`src/rtl/rv32_pipe_pkg.sv`:
```
// rtl/rv32_pipe_pkg.sv - shared pipeline stage indices, forwarding codes and scoreboard entry type
package rv32_pipe_pkg;

  localparam int STG_EXE = 0;
  localparam int STG_ACC = 1;
  localparam int STG_WB  = 2;

  localparam int FWD_RF  = 0;

  // Widest register address a scoreboard entry can hold; narrower RA_W is zero-extended.
  localparam int SB_RD_W = 8;

  typedef struct packed {
    logic               valid;
    logic [SB_RD_W-1:0] rd;
    logic               wen;
    logic               is_load;
  } sb_entry_t;

endpackage

```
`src/rtl/hazard_fwd_match.sv`:
```
// rtl/hazard_fwd_match.sv - priority matcher of one source operand against the in-flight scoreboard
module hazard_fwd_match
  import rv32_pipe_pkg::*;
#(
  parameter  int DEPTH    = 3,
  parameter  int LOAD_LAT = 1,
  parameter  int RA_W     = 5,
  localparam int KW       = $clog2(DEPTH)
) (
  input  sb_entry_t        sb [DEPTH],
  input  logic             de_valid,
  input  logic             use_rs,
  input  logic [RA_W-1:0]  rs,
  output logic             hit,
  output logic [KW-1:0]    k,
  output logic             available
);

  // Scan oldest to youngest so the youngest producer overwrites any older match.
  always_comb begin
    hit       = 1'b0;
    k         = '0;
    available = 1'b0;
    for (int i = DEPTH - 1; i >= 0; i--) begin
      if (de_valid && use_rs && (rs != '0) && sb[i].valid && sb[i].wen &&
          (sb[i].rd == SB_RD_W'(rs))) begin
        hit       = 1'b1;
        k         = KW'(i);
        available = !sb[i].is_load || (i >= LOAD_LAT);
      end
    end
  end

endmodule

```
`src/rtl/hazard_unit.sv`:
```
// rtl/hazard_unit.sv - load-use stall, redirect flush and operand forwarding control for the rv32 pipeline
module hazard_unit
  import rv32_pipe_pkg::*;
#(
  parameter  int DEPTH    = 3,
  parameter  int LOAD_LAT = 1,
  parameter  int RA_W     = 5,
  parameter  int CNT_W    = 32,
  localparam int KW       = $clog2(DEPTH)
) (
  input  logic             clk,
  input  logic             rst,
  input  logic             de_valid,
  input  logic [RA_W-1:0]  de_rs1,
  input  logic [RA_W-1:0]  de_rs2,
  input  logic             de_use_rs1,
  input  logic             de_use_rs2,
  input  logic [RA_W-1:0]  de_rd,
  input  logic             de_wen,
  input  logic             de_is_load,
  input  logic             exe_redirect,
  output logic             stall_de,
  output logic             flush_de,
  output logic             exe_valid,
  output logic [KW-1:0]    fwd_a_sel,
  output logic [KW-1:0]    fwd_b_sel,
  output logic [CNT_W-1:0] cnt_stall,
  output logic [CNT_W-1:0] cnt_flush
);

  sb_entry_t       sb [DEPTH];
  sb_entry_t       de_entry;
  logic            hit_a, hit_b, av_a, av_b;
  logic [KW-1:0]   k_a, k_b;
  logic            load_de;

  hazard_fwd_match #(.DEPTH(DEPTH), .LOAD_LAT(LOAD_LAT), .RA_W(RA_W)) u_match_a (
    .sb        (sb),
    .de_valid  (de_valid),
    .use_rs    (de_use_rs1),
    .rs        (de_rs1),
    .hit       (hit_a),
    .k         (k_a),
    .available (av_a)
  );

  hazard_fwd_match #(.DEPTH(DEPTH), .LOAD_LAT(LOAD_LAT), .RA_W(RA_W)) u_match_b (
    .sb        (sb),
    .de_valid  (de_valid),
    .use_rs    (de_use_rs2),
    .rs        (de_rs2),
    .hit       (hit_b),
    .k         (k_b),
    .available (av_b)
  );

  // A producer already in the last stage has written the write-first register file.
  function automatic logic [KW-1:0] fwd_code(input logic h, input logic av, input logic [KW-1:0] k);
    if (h && av && (int'(k) < DEPTH - 1))
      return k + KW'(1);
    return KW'(FWD_RF);
  endfunction

  assign flush_de = exe_redirect;
  assign stall_de = !exe_redirect && ((hit_a && !av_a) || (hit_b && !av_b));
  assign load_de  = de_valid && !stall_de && !exe_redirect;

  assign de_entry.valid   = 1'b1;
  assign de_entry.rd      = SB_RD_W'(de_rd);
  assign de_entry.wen     = de_wen;
  assign de_entry.is_load = de_is_load;

  assign exe_valid = sb[STG_EXE].valid;

  always_ff @(posedge clk or negedge rst) begin
    if (!rst) begin
      for (int i = 0; i < DEPTH; i++)
        sb[i] <= '0;
      fwd_a_sel <= '0;
      fwd_b_sel <= '0;
      cnt_stall <= '0;
      cnt_flush <= '0;
    end else begin
      sb[STG_EXE] <= load_de ? de_entry : '0;
      for (int i = 1; i < DEPTH; i++)
        sb[i] <= sb[i-1];
      fwd_a_sel <= load_de ? fwd_code(hit_a, av_a, k_a) : KW'(FWD_RF);
      fwd_b_sel <= load_de ? fwd_code(hit_b, av_b, k_b) : KW'(FWD_RF);
      if (stall_de && !(&cnt_stall))
        cnt_stall <= cnt_stall + CNT_W'(1);
      if (flush_de && !(&cnt_flush))
        cnt_flush <= cnt_flush + CNT_W'(1);
    end
  end

endmodule

```
`config.mk`:
```
export PLATFORM = sky130hd
export DESIGN_NAME = hazard_unit
export DESIGN_NICKNAME = d
export VERILOG_FILES = /design/src/rtl/rv32_pipe_pkg.sv /design/src/rtl/hazard_fwd_match.sv /design/src/rtl/hazard_unit.sv
export SDC_FILE = /design/constraint.sdc
export NUM_CORES = 1
export LEC_CHECK = 0
export ABC_CLOCK_PERIOD_IN_PS = 4210
export CAP_MARGIN = 25
export CORE_UTILIZATION = 56
export CTS_BUF_LIST = sky130_fd_sc_hd__clkbuf_2 sky130_fd_sc_hd__clkbuf_4 sky130_fd_sc_hd__clkbuf_8
export DETAILED_ROUTE_END_ITERATION = 16
export GPL_ROUTABILITY_DRIVEN = 1
export GPL_TIMING_DRIVEN = 0
export PLACE_DENSITY_LB_ADDON = 0.25
export SYNTH_ARGS = -nofsm -noshare
export SYNTH_HDL_FRONTEND = slang
export SYNTH_SLANG_ARGS = --single-unit
```
`constraint.sdc`:
```
create_clock -name clk -period 4.21 [get_ports clk]
set_clock_uncertainty 0.05 [all_clocks]
set_input_delay 0.6315 -clock clk [delete_from_list [all_inputs] [get_ports clk]]
set_output_delay 0.6315 -clock clk [all_outputs]
set_load 0.01 [all_outputs]
```
==> qor.csv <==
metric;value;unit
syn-mean-instance-area;11.1;µm²
use_met3;4.67;%
layout-drive-gt1-share;8.10;%
start_util;58.5;%
yosysTopAreaCell;dfrtp_1;
syn_inst;360;
first_pass_iters;4;
peakVddDrop;0.000246;V
numCtsBuffers;9;
clockRootBuffer;clkbuf_8;
synth_nets;385;
post_cts_buffers;0;
yosysMostFrequentCell;dfrtp_1;
multi_input_area;1810;µm²
dr_total_vias;3125;
fmax;0.281;GHz
regArea;2080;µm²
avgRoutedWirePerCell;15.6;µm
grt_max_degree;65;
drt-total-wl;8.81;mm
synth_seq_area_share;52.0;%
synth-adder-area-share;0.626;%
synth.area.top_cells;dfrtp_1 (52%), xnor2_1 (8.5%), xor2_1 (8.3%), nand4_1 (3.3%), nand3_1 (2.8%);
synth-edff-count;0;
critical_path.endpoint_type;primary output;
port_buffers;92;
rows;30;
drv_slew;0;
cts_max_level;3;
start_kind;primary input;
p_total;1.70;mW
finalCriticalPeriod;3.56;ns
period_share;84.5;%
dieArea;7480;µm²
cp.arrival;2.88;ns
rsz0062_at_grt;no;
grt_pass1_wl;14.5;mm
viasPerCell;5.53;
tns;0;ns
clock_path_buffers;2;
first_iter_violations;104;
p_per_area;322;nW/µm²
clk_latency;0.36;ns
tightestPinTransition;0.753;ns
critical_path_class;in2out;
crit_required;3.53;ns
synth_compound_area_share;2.69;%
cts_hold_repair.buffers;0;
num_antenna_cells;0;
yosys_warnings;0;
netlist_area;4000;µm²
fillers;473;
grt.busiest_layer;met2;
hold_path_class;in2async;
path_clk_slew;0.08;ns
core;6830;µm²
grt_util_met2;43.4;%
antenna_left;0;
grt_pass1_vias;3044;
ys_top_cells_by_count;dfrtp_1 (83), xnor2_1 (39), xor2_1 (38), nand2_1 (26), nand3_1 (22);
synth_top_area_share;52.0;%
grt_util_all_layers;25.1;%
place.gp.congestion;0.803;
yosys.area_share.simple;24.1;%
gr-total-overflow;0;
cts_tree;built;
synth_xor_area_share;16.9;%
status;complete, no violations;
cap_violations;0;
nNetsFinal;489;
setup_viol;0;
io_pins;94;
ys_seq_elements;83;
use_met1;31.0;%
syn_to_final_growth;32.1;%
antenna_found_initial;0;
die_w;86.5;µm
synthArstFlopShare;100;%
drc_errors;0;
cts_resized;0;
hold_violations;0;
synth_top_family_by_area;simple AND/OR/NAND/NOR gates;
leakage;2.37;nW
clkSinkCount;83;
muxShareOfSynthArea;1.13;%
dpl.hpwl;6.50;mm
ys_types;39;
max_slew_margin;49.4;%
die_h;86.5;µm
ys.flop_type;dfrtp_1;
path_max_fanout;4;
layer usage:
layer | wire [µm] | up-vias
li1 | - | 1490
met1 | 3670 | 1524
met2 | 4520 | 92
met3 | 478 | 19
met4 | 139 | 0
met5 | 0 | -
registers in the layout, indices dropped and copies added (netlist names):
signal	count
cnt_flush	32
cnt_stall	32
sb	14
fwd_a_sel	2
fwd_b_sel	2
exe_valid	1
worst max-delay path, stage by stage:
cell,delay [ns]
clkdlybuf4s50_1,0.47
or4_1,0.56
o211ai_1,0.28
nor4_2,0.13
o211a_1,0.30
clkdlybuf4s50_1,0.50
stage by stage:
stage / hold slack (ns) / utilization (%) / cell area (µm²) / instances / worst slack [ns]
floorplan: 0.286 / - / 4000 / 360 / 1.72
global placement: 0.308 / 73.7 / 5040 / 548 / -0.375
detailed placement: 0.323 / 74.1 / 5060 / 549 / 0.647
CTS: 0.0993 / 77.3 / 5280 / 565 / 0.631
global route: 0.108 / 77.3 / 5280 / 565 / 0.576
finish: 0.0966 / 77.3 / 5280 / 565 / 0.653
final cells by class:
class / instances / area share [%]
sequential: 83 / 39.3
multi-input combinational: 257 / 34.4
timing repair buffer: 93 / 17.9
clock buffer: 11 / 2.63
tap: 96 / 2.28
clock inverter: 5 / 1.47
buffer: 9 / 1.21
inverter: 11 / 0.782
layout by cell type, fill, tap and decap left out, types with 9 or more instances in the layout:
master and instances:
clkdlybuf4s50_1 91, dfrtp_1 83, nand3_1 22, nand2_1 26, inv_1 11, xor2_1 38
and2_1 10, nor3_1 18, nor4_1 13, and3_1 9, clkbuf_8 9, xnor2_1 39
nand4_1 21, nor2_1 15
cell families after synthesis:
group                    after synthesis
AO/OA/AOI/OAI                         12
XOR/XNOR                              77
adder cells (fa/ha/maj)                2
buffers and inverters                 20
flip-flops                            83
multiplexers                           4
AND/OR/NAND/NOR                      162
power breakdown:
| part | switching (mW) | total, mW | internal, mW |
|---|---|---|---|
| Sequential | 0.0479 | 0.881 | 0.833 |
| Clock | 0.279 | 0.624 | 0.345 |
| Combinational | 0.0831 | 0.193 | 0.110 |
final timing paths:
path                         startpoint            end  slack, ns  cells past startpoint
min                                 rst  cnt_flush[27]        0.1                      1
min reg2reg                      sb[23]         sb[12]       0.34                      0
max reg2reg                cnt_stall[6]  cnt_stall[31]       1.76                      6
max in group asynchronous           rst   cnt_stall[3]       3.44                      2
max                           de_rs2[1]       stall_de       0.65                      6
min in group clk                 sb[23]         sb[12]       0.34                      0
No activity file was read; power rests on OpenSTA's default activity.
